==> config.mk <==
export PLATFORM = sky130hd
export DESIGN_NAME = lif_neuron_n
export DESIGN_NICKNAME = d
export VERILOG_FILES = /design/src/rtl/lif_neuron_n.sv
export SDC_FILE = /design/constraint.sdc
export NUM_CORES = 1
export LEC_CHECK = 0
export BUFFER_PORTS_ARGS = -buffer_cell sky130_fd_sc_hd__buf_4
export CAP_MARGIN = 20
export CORE_ASPECT_RATIO = 1.4
export CORE_MARGIN = 1.5
export CORE_UTILIZATION = 54
export CTS_BUF_LIST = sky130_fd_sc_hd__clkbuf_16
export CTS_CLUSTER_SIZE = 28
export DETAILED_ROUTE_END_ITERATION = 10
export MAX_ROUTING_LAYER = met4
export PLACE_DENSITY = 0.77
export SLEW_MARGIN = 5
export SYNTH_ARGS = -nofsm -noshare
export SYNTH_HDL_FRONTEND = slang
export SYNTH_SLANG_ARGS = --single-unit
==> constraint.sdc <==
create_clock -name clk -period 7.2 [get_ports clk]
set_input_delay 0.36 -clock clk [delete_from_list [all_inputs] [get_ports clk]]
set_output_delay 0.36 -clock clk [all_outputs]
set_load 0.02 [all_outputs]
==> src/rtl/lif_neuron_n.sv <==
// Leaky integrate-and-fire neuron with N_IN synapses.
// A step is accepted over a valid/ready handshake, its weighted sum is
// accumulated serially (one synapse per cycle), then leak, saturating
// membrane update, threshold firing and a refractory period follow.
module lif_neuron_n #(
    parameter int WIDTH      = 8,
    parameter int N_IN       = 4,
    parameter int V_W        = 16,
    parameter int V_TH       = 10,
    parameter int V_RESET    = 0,
    parameter int LEAK_SHIFT = 4,
    parameter int REFRAC     = 2
) (
    input  logic                       clk,
    input  logic                       reset,
    input  logic                       en,
    input  logic                       step_valid,
    output logic                       step_ready,
    input  logic [N_IN*WIDTH-1:0]      weight,
    input  logic [N_IN*WIDTH-1:0]      data,
    output logic                       spike,
    output logic                       step_done,
    output logic signed [V_W-1:0]      sum,
    output logic signed [V_W-1:0]      v_mem,
    output logic                       refrac_active
);

    localparam int IDX_W = (N_IN > 1) ? $clog2(N_IN) : 1;
    localparam int CNT_W = (REFRAC > 0) ? $clog2(REFRAC + 1) : 1;
    // Two guard bits: enough headroom for v - leak + acc before clamping.
    localparam int G_W   = V_W + 2;

    localparam logic [IDX_W-1:0]      IDX_LAST = IDX_W'(N_IN - 1);
    localparam logic [CNT_W-1:0]      CNT_INIT = CNT_W'(REFRAC);
    localparam logic signed [V_W-1:0] TH       = V_W'(V_TH);
    localparam logic signed [V_W-1:0] V_RST    = V_W'(V_RESET);
    localparam logic signed [G_W-1:0] V_MAX    = {2'b00, 1'b0, {(V_W-1){1'b1}}};
    localparam logic signed [G_W-1:0] V_MIN    = {2'b11, 1'b1, {(V_W-1){1'b0}}};

    typedef enum logic [1:0] {
        S_IDLE,
        S_ACCUM,
        S_FIRE,
        S_REFRAC
    } state_t;

    state_t state, state_next;

    logic [N_IN*WIDTH-1:0]     w_q;
    logic [N_IN*WIDTH-1:0]     d_q;
    logic signed [V_W-1:0]     acc;
    logic [IDX_W-1:0]          idx;
    logic [CNT_W-1:0]          cnt;

    logic                      accept;
    logic signed [WIDTH-1:0]   w_cur;
    logic signed [WIDTH-1:0]   d_cur;
    logic signed [2*WIDTH-1:0] prod;
    logic signed [V_W-1:0]     acc_next;
    logic signed [V_W-1:0]     leak;
    logic signed [V_W-1:0]     v_next;
    logic                      fire_hit;

    function automatic logic signed [V_W-1:0] sat_v(input logic signed [G_W-1:0] x);
        if (x > V_MAX) begin
            return V_MAX[V_W-1:0];
        end else if (x < V_MIN) begin
            return V_MIN[V_W-1:0];
        end else begin
            return x[V_W-1:0];
        end
    endfunction

    assign accept = step_valid && step_ready;

    // Datapath arithmetic: current product, next accumulator and next membrane value.
    always_comb begin
        w_cur    = w_q[idx*WIDTH +: WIDTH];
        d_cur    = d_q[idx*WIDTH +: WIDTH];
        prod     = (2*WIDTH)'(w_cur) * (2*WIDTH)'(d_cur);
        acc_next = sat_v(G_W'(acc) + G_W'(prod));
        if (LEAK_SHIFT > 0) begin
            leak = v_mem >>> LEAK_SHIFT;
        end else begin
            leak = '0;
        end
        v_next   = sat_v(G_W'(v_mem) - G_W'(leak) + G_W'(acc));
        fire_hit = (v_next >= TH);
    end

    // State register.
    always_ff @(posedge clk) begin
        if (reset) begin
            state <= S_IDLE;
        end else begin
            state <= state_next;
        end
    end

    // Next-state logic.
    always_comb begin
        state_next = state;
        unique case (state)
            S_IDLE: begin
                if (accept) begin
                    state_next = S_ACCUM;
                end
            end
            S_ACCUM: begin
                if (idx == IDX_LAST) begin
                    state_next = S_FIRE;
                end
            end
            S_FIRE: begin
                if (fire_hit && (REFRAC > 0)) begin
                    state_next = S_REFRAC;
                end else begin
                    state_next = S_IDLE;
                end
            end
            S_REFRAC: begin
                if (accept && (cnt == CNT_W'(1))) begin
                    state_next = S_IDLE;
                end
            end
            default: state_next = S_IDLE;
        endcase
    end

    // State-decoded outputs; ready depends only on state and enable.
    always_comb begin
        step_ready    = en && ((state == S_IDLE) || (state == S_REFRAC));
        refrac_active = (state == S_REFRAC);
    end

    // Registered datapath: operand latch, accumulation, membrane update, pulses.
    always_ff @(posedge clk) begin
        if (reset) begin
            w_q       <= '0;
            d_q       <= '0;
            acc       <= '0;
            idx       <= '0;
            cnt       <= '0;
            v_mem     <= V_RST;
            sum       <= '0;
            spike     <= 1'b0;
            step_done <= 1'b0;
        end else begin
            spike     <= 1'b0;
            step_done <= 1'b0;
            unique case (state)
                S_IDLE: begin
                    if (accept) begin
                        w_q <= weight;
                        d_q <= data;
                        acc <= '0;
                        idx <= '0;
                    end
                end
                S_ACCUM: begin
                    acc <= acc_next;
                    idx <= idx + IDX_W'(1);
                end
                S_FIRE: begin
                    sum       <= acc;
                    step_done <= 1'b1;
                    if (fire_hit) begin
                        v_mem <= V_RST;
                        spike <= 1'b1;
                        cnt   <= CNT_INIT;
                    end else begin
                        v_mem <= v_next;
                    end
                end
                S_REFRAC: begin
                    if (accept) begin
                        sum       <= '0;
                        step_done <= 1'b1;
                        cnt       <= cnt - CNT_W'(1);
                    end
                end
                default: ;
            endcase
        end
    end

endmodule
Word-level counts from Yosys, hierarchy flattened
Index checks and enable logic that the tools add are counted.
{ "classes": {"reduce_logical": 13, "n_eq_ne": 10, "n_lt_le_gt_ge": 5, "n_shift": 2, "bitwise_logic": 1, "mux": 21, "addsub": 5, "mul": 1} }
{ "op_table": {"columns": ["operator", "count"], "rows": [
  ["16-bit 2-to-1 mux", 6],
  ["16-bit case mux with 2 select lines", 2],
  ["32-bit by 6-bit indexed part select with 8-bit output", 2],
  ["17-bit by 16-bit adder with 18-bit output", 1],
  ["18-bit by 16-bit > comparator with 1-bit output (second input constant)", 1],
  ["18-bit by 16-bit < comparator with 1-bit output (second input constant)", 1],
  ["16-bit by 16-bit adder with 17-bit output", 1],
  ["17-bit by 16-bit > comparator with 1-bit output (second input constant)", 1],
  ["17-bit by 16-bit < comparator with 1-bit output (second input constant)", 1],
  ["16-bit by 12-bit subtractor with 17-bit output", 1],
  ["16-bit by 5-bit >= comparator with 1-bit output (second input constant)", 1],
  ["8-bit by 8-bit multiplier with 16-bit output", 1],
  ["2-bit 2-to-1 mux", 7],
  ["2-bit case mux with 2 select lines", 2],
  ["2-bit case mux with 4 select lines", 1],
  ["2-bit == test (second input constant)", 3],
  ["2-bit != test (second input constant)", 3],
  ["2-bit AND reduction", 3],
  ["3-bit AND reduction", 2],
  ["2-bit by 1-bit == test with 1-bit output (second input constant)", 2],
  ["2-bit by 1-bit != test with 1-bit output (second input constant)", 2],
  ["2-bit nonzero test", 2],
  ["1-bit logical AND", 3],
  ["2-bit by 1-bit adder with 2-bit output (second input constant)", 1],
  ["7 further kinds", 8]
]} }
{ "totals": {"regBits": 120, "out_inout_bits": 36, "inputBits": 68, "elab_cells": 68} }

Longest topological paths before layout
{ "logic_depth": {"ltp_word": 8, "depth_mapped": 25, "depth_no_buf": 22} }

Worst setup path before layout
OpenSTA, ideal clock, no wires.
{ "synth_path": {"path_type": "register to register", "start": "reg idx[0]", "end": "reg acc[5]", "path_buffers": 3, "t_arrival_ns": 6.877, "period_less_slack_ns": 6.999, "path_stages_with_launch": 22, "required_time_ns": 7.078, "setup_ns": 0.122, "path_slack_ns": 0.201, "path_cell_list": "dfxtp_1 -> clkbuf_1 -> clkbuf_1 -> mux2_2 -> o21ai_1 -> or2_2 -> fa_1 -> fa_1 -> inv_1 -> fa_1 -> fa_1 -> fa_1 -> ha_1 -> o21ai_1 -> a21boi_1 -> o41ai_1 -> o21ai_1 -> o41ai_1 -> xnor2_1 -> a21oi_2 -> buf_2 -> a221o_1"} }
{ "synth_between": {"elab_chain_cells": 7, "word_cells_on_any_way": 9, "classes_between": "add/sub (1); mul (1); order compare (2); shift (2); mux (3)"} }
{ "synth_lines": {"columns": ["item", "line_no", "text"], "rows": [
  ["start, declared", "52", "logic [IDX_W-1:0] idx;"],
  ["start signal, assigned", "162", "idx <= idx + IDX_W'(1);"],
  ["32-bit by 6-bit indexed part select with 8-bit output (on tied branches)", "78, 79", null],
  ["8-bit by 8-bit multiplier with 16-bit output (*)", "80", "prod = (2*WIDTH)'(w_cur) * (2*WIDTH)'(d_cur);"],
  ["16-bit by 16-bit adder with 17-bit output (*)", "81", "acc_next = sat_v(G_W'(acc) + G_W'(prod));"],
  ["17-bit by 16-bit < comparator with 1-bit output", "67", "end else if (x < V_MIN) begin"],
  ["16-bit 2-to-1 mux", "67", null],
  ["16-bit 2-to-1 mux (*)", "65", "if (x > V_MAX) begin"],
  ["16-bit case mux with 2 select lines (*)", "151", "unique case (state)"],
  ["end signal, assigned", "161", "acc <= acc_next;"],
  ["end, declared", "51", "logic signed [V_W-1:0] acc;"]
]} }
Every way passes the cells marked *; elsewhere a longest branch is shown, timed or not.
A chain may end at the register's enable or synchronous reset.

Worst setup path after layout
{ "layout_path": {"start": "reg idx[0]", "end": "reg acc[4]"} }
The elaborated chain is that of the path after synthesis.

==> reports/qor.yml <==
routing:
  drt_iter0_markers: 461
  post_drt_wl_per_cell_microns: 16.8
  ant_nets: 0
  wl_microns: 22500
  routed_via_density: 5.65
  dr.pass1.iters: 5
  vias: 7556
  drc: 0
worst_setup_path:
  r2r_slack_ns: 0.53
  cp-end-kind: "register"
  worstPathCellList: "buf_4 -> mux4_2 -> and2_1 -> fa_1 -> fa_1 -> inv_1 -> fa_1 -> inv_1 -> fa_1 -> ha_1 -> ha_1 -> nor2b_1 -> o21ai_1 -> a21boi_1 -> o41ai_1 -> o21ai_1 -> o41ai_1 -> xnor2_1 -> a21oi_4 -> a221o_1"
  path_max_fanout: 15
  cp_num_buf_inv: 3
  worstRegToRegCells: 20
  rr_startpoint: "idx[0]$_SDFFE_PP0P_"
  cp.depth: 20
  criticalPathCategory: "reg -> reg"
  cp_common_cell: "fa_1"
  critical_path_required_ns: 7.50
  cp-start-kind: "register"
  slowest_delay_ns: 0.61
  endpoint: "acc[4]$_SDFFE_PP0P_"
  rr_endpoint: "acc[4]$_SDFFE_PP0P_"
  crit_slowest_cell: "mux4_2"
  arrival_ns: 6.97
  critPathLaunch: "idx[0]$_SDFFE_PP0P_"
  critPathTopFamily: "adder cells"
placement:
  placed_cell_area_sq_um: 10100
  place.gp.congestion: 0.925
  numPlacedInstances: 1303
  io_buffers: 103
  hpwlAfterDp_microns: 17400
synth:
  ys_seq_area_share_pct: 26.2
  synth.cell_area_sq_um: 9170
  synthTopCellsByArea: "dfxtp_1 (26%), fa_1 (20%), ha_1 (8.5%)"
  avgSynthCellArea_sq_um: 8.85
  synth_top_area_share_pct: 26.2
  syn-num-nets: 1257
  ys.flop_type: "dfxtp_1"
  synthCells: 1036
  yosys.area.top_type: "dfxtp_1"
  synth-seq-cells: 120
  async_flop_share_pct: 0
  yosys_warnings: 0
  synth_cell_types: 67
  synth_edf_count: 0
cells_and_area:
  instances_no_fill: 1337
  final_nets: 1342
  fin_util_pct: 64.6
  n_antenna_cell: 0
  drive_above_1_share_pct: 15.3
  area_growth_pct: 17.5
  postLayoutCellArea_sq_um: 10800
sta:
  fin_tns_setup_ns: 0
  tightest_slew_ns: 0.916
  rsz0062_at_grt: "no"
  hold_viol: 0
  max_clock_freq_mhz: 150
  drv_slew: 0
  skew_ns: 0.0152
  fin_crit_sh_pct: 92.7
  slew_headroom_pct: 38.9
  period_minus_slack_ns: 6.67
  setup_viol: 0
cts:
  root_buffer: "clkbuf_16"
  cts_sinks: 120
  cts_buffer_depth: 2
  cts_buffers: 17
  hold_buffers: 0
  tritoncts: "built"
  post_cts_buffers: 0
  ctsHtreeMaxLevel: 4
  clk_pin_slew_worst_paths_ns: 0.06
  clk_latency_ns: 0.43
  cts_resized: 0
hold_path:
  hold_start: "data[21]"
  min_path_type: "in -> reg"
global_routing:
  overflow: 0
  grt_pass1_wl_microns: 36800
  grt_max_degree: 92
  grt.total_usage_pct: 27.2
  antenna_found_initial: 0
  grt_pass1_vias: 7725
floorplan:
  fp.dieW_microns: 113
  start_util_pct: 55.0
  row_count: 56
  io_pins: 104
  core_sq_um: 16700
  die-area_sq_um: 17800
  die_h_microns: 157
status:
  status: "completed"
job:
  cap_violations: 0
[cells in the final DEF (no fill, tap or decap), types with 6 or more instances in the layout]
cell / instances
o21ai_0: 18
a22oi_1: 17
a21oi_1: 87
nand2_1: 167
and2_1: 38
fa_1: 91
mux4_2: 15
o21ai_1: 8
inv_1: 145
dfxtp_1: 119
buf_4: 110
nor2_1: 59
clkbuf_16: 17
nor2b_1: 6
ha_1: 62
xnor2_1: 22
a221o_1: 17
nand3_1: 11
a22o_1: 15
xor2_1: 7
a21o_1: 6
nor3_1: 9
[worst min-delay path, cell delays in order]
cell and delay, ns:
buf_4 0.11, nand2_1 0.05, a21oi_1 0.05
[stage by stage]
stage               setup slack, ns  hold slack [ns]
floorplan                     0.201            0.433
global placement              0.543            0.439
detailed placement            0.305            0.447
CTS                           0.299            0.179
global route                  0.168            0.184
finish                        0.527            0.178
[synthesized netlist by cell type (3+ instances only)]
cell type and count:
a22oi_1 17, nand2_1 168, nor3_1 9, nand3_1 11, a221o_1 17, o21bai_1 3, clkbuf_1 36, xor2_1 7
o41ai_1 3, o21ai_1 8, dfxtp_1 120, mux2i_1 3, a31oi_1 5, nor2_1 60, a21oi_1 87, o21a_1 3
o21ai_0 18, fa_1 91, ha_1 62, mux4_2 15, a22o_1 15, and2_1 38, or2_2 3, buf_2 7
nor2b_1 6, inv_1 145, xnor2_1 22, a211oi_1 5, a21o_1 6
[area by class of cell]
type                            instances  area (sq um)
Multi-Input combinational cell        724          6060
Fill cell                            1401          5910
Sequential cell                       120          2400
Timing Repair Buffer                  112           857
Inverter                              146           548
Clock buffer                           17           425
Tap cell                              203           254
Clock inverter                         15           223
[worst min path at each step]
stage                           endpoint  slack (ns)  depth (start not counted)
floorplan           d_q[15]$_SDFFE_PP0P_        0.43                          2
global placement     d_q[6]$_SDFFE_PP0P_        0.44                          2
detailed placement   d_q[6]$_SDFFE_PP0P_        0.45                          2
CTS                  w_q[6]$_SDFFE_PP0P_        0.18                          3
global route        w_q[31]$_SDFFE_PP0P_        0.18                          3
finish              d_q[21]$_SDFFE_PP0P_        0.18                          3
[flip-flops by register name (all words and copies together) (netlist names)]
register / count
d_q: 32
w_q: 32
acc: 16
sum: 16
v_mem: 16
cnt: 2
idx: 2
state: 2
spike: 1
step_done: 1
[kinds of logic after synthesis]
family | after synthesis | share of synthesized area, %
AND/OR/NAND/NOR | 312 | 15.0
AO/OA/AOI/OAI | 211 | 15.5
buffers and inverters | 192 | 8.04
adder cells (fa/ha/maj) | 153 | 28.3
flip-flops | 120 | 26.2
XOR/XNOR | 29 | 2.77
multiplexers | 19 | 4.13
[per-layer routing]
layer | vias up | global-route usage [%] | part of all wire [%]
li1 | 3611 | - | -
met1 | 3662 | 27.2 | 37
met2 | 227 | 51.9 | 55
met3 | 56 | 3.50 | 3.8
met4 | 0 | 13.0 | 3.9
met5 | - | - | 0
Power is left out: the tool's default activity adds up to more than one toggle a clock period on the data nets, which glitch-free logic cannot reach.
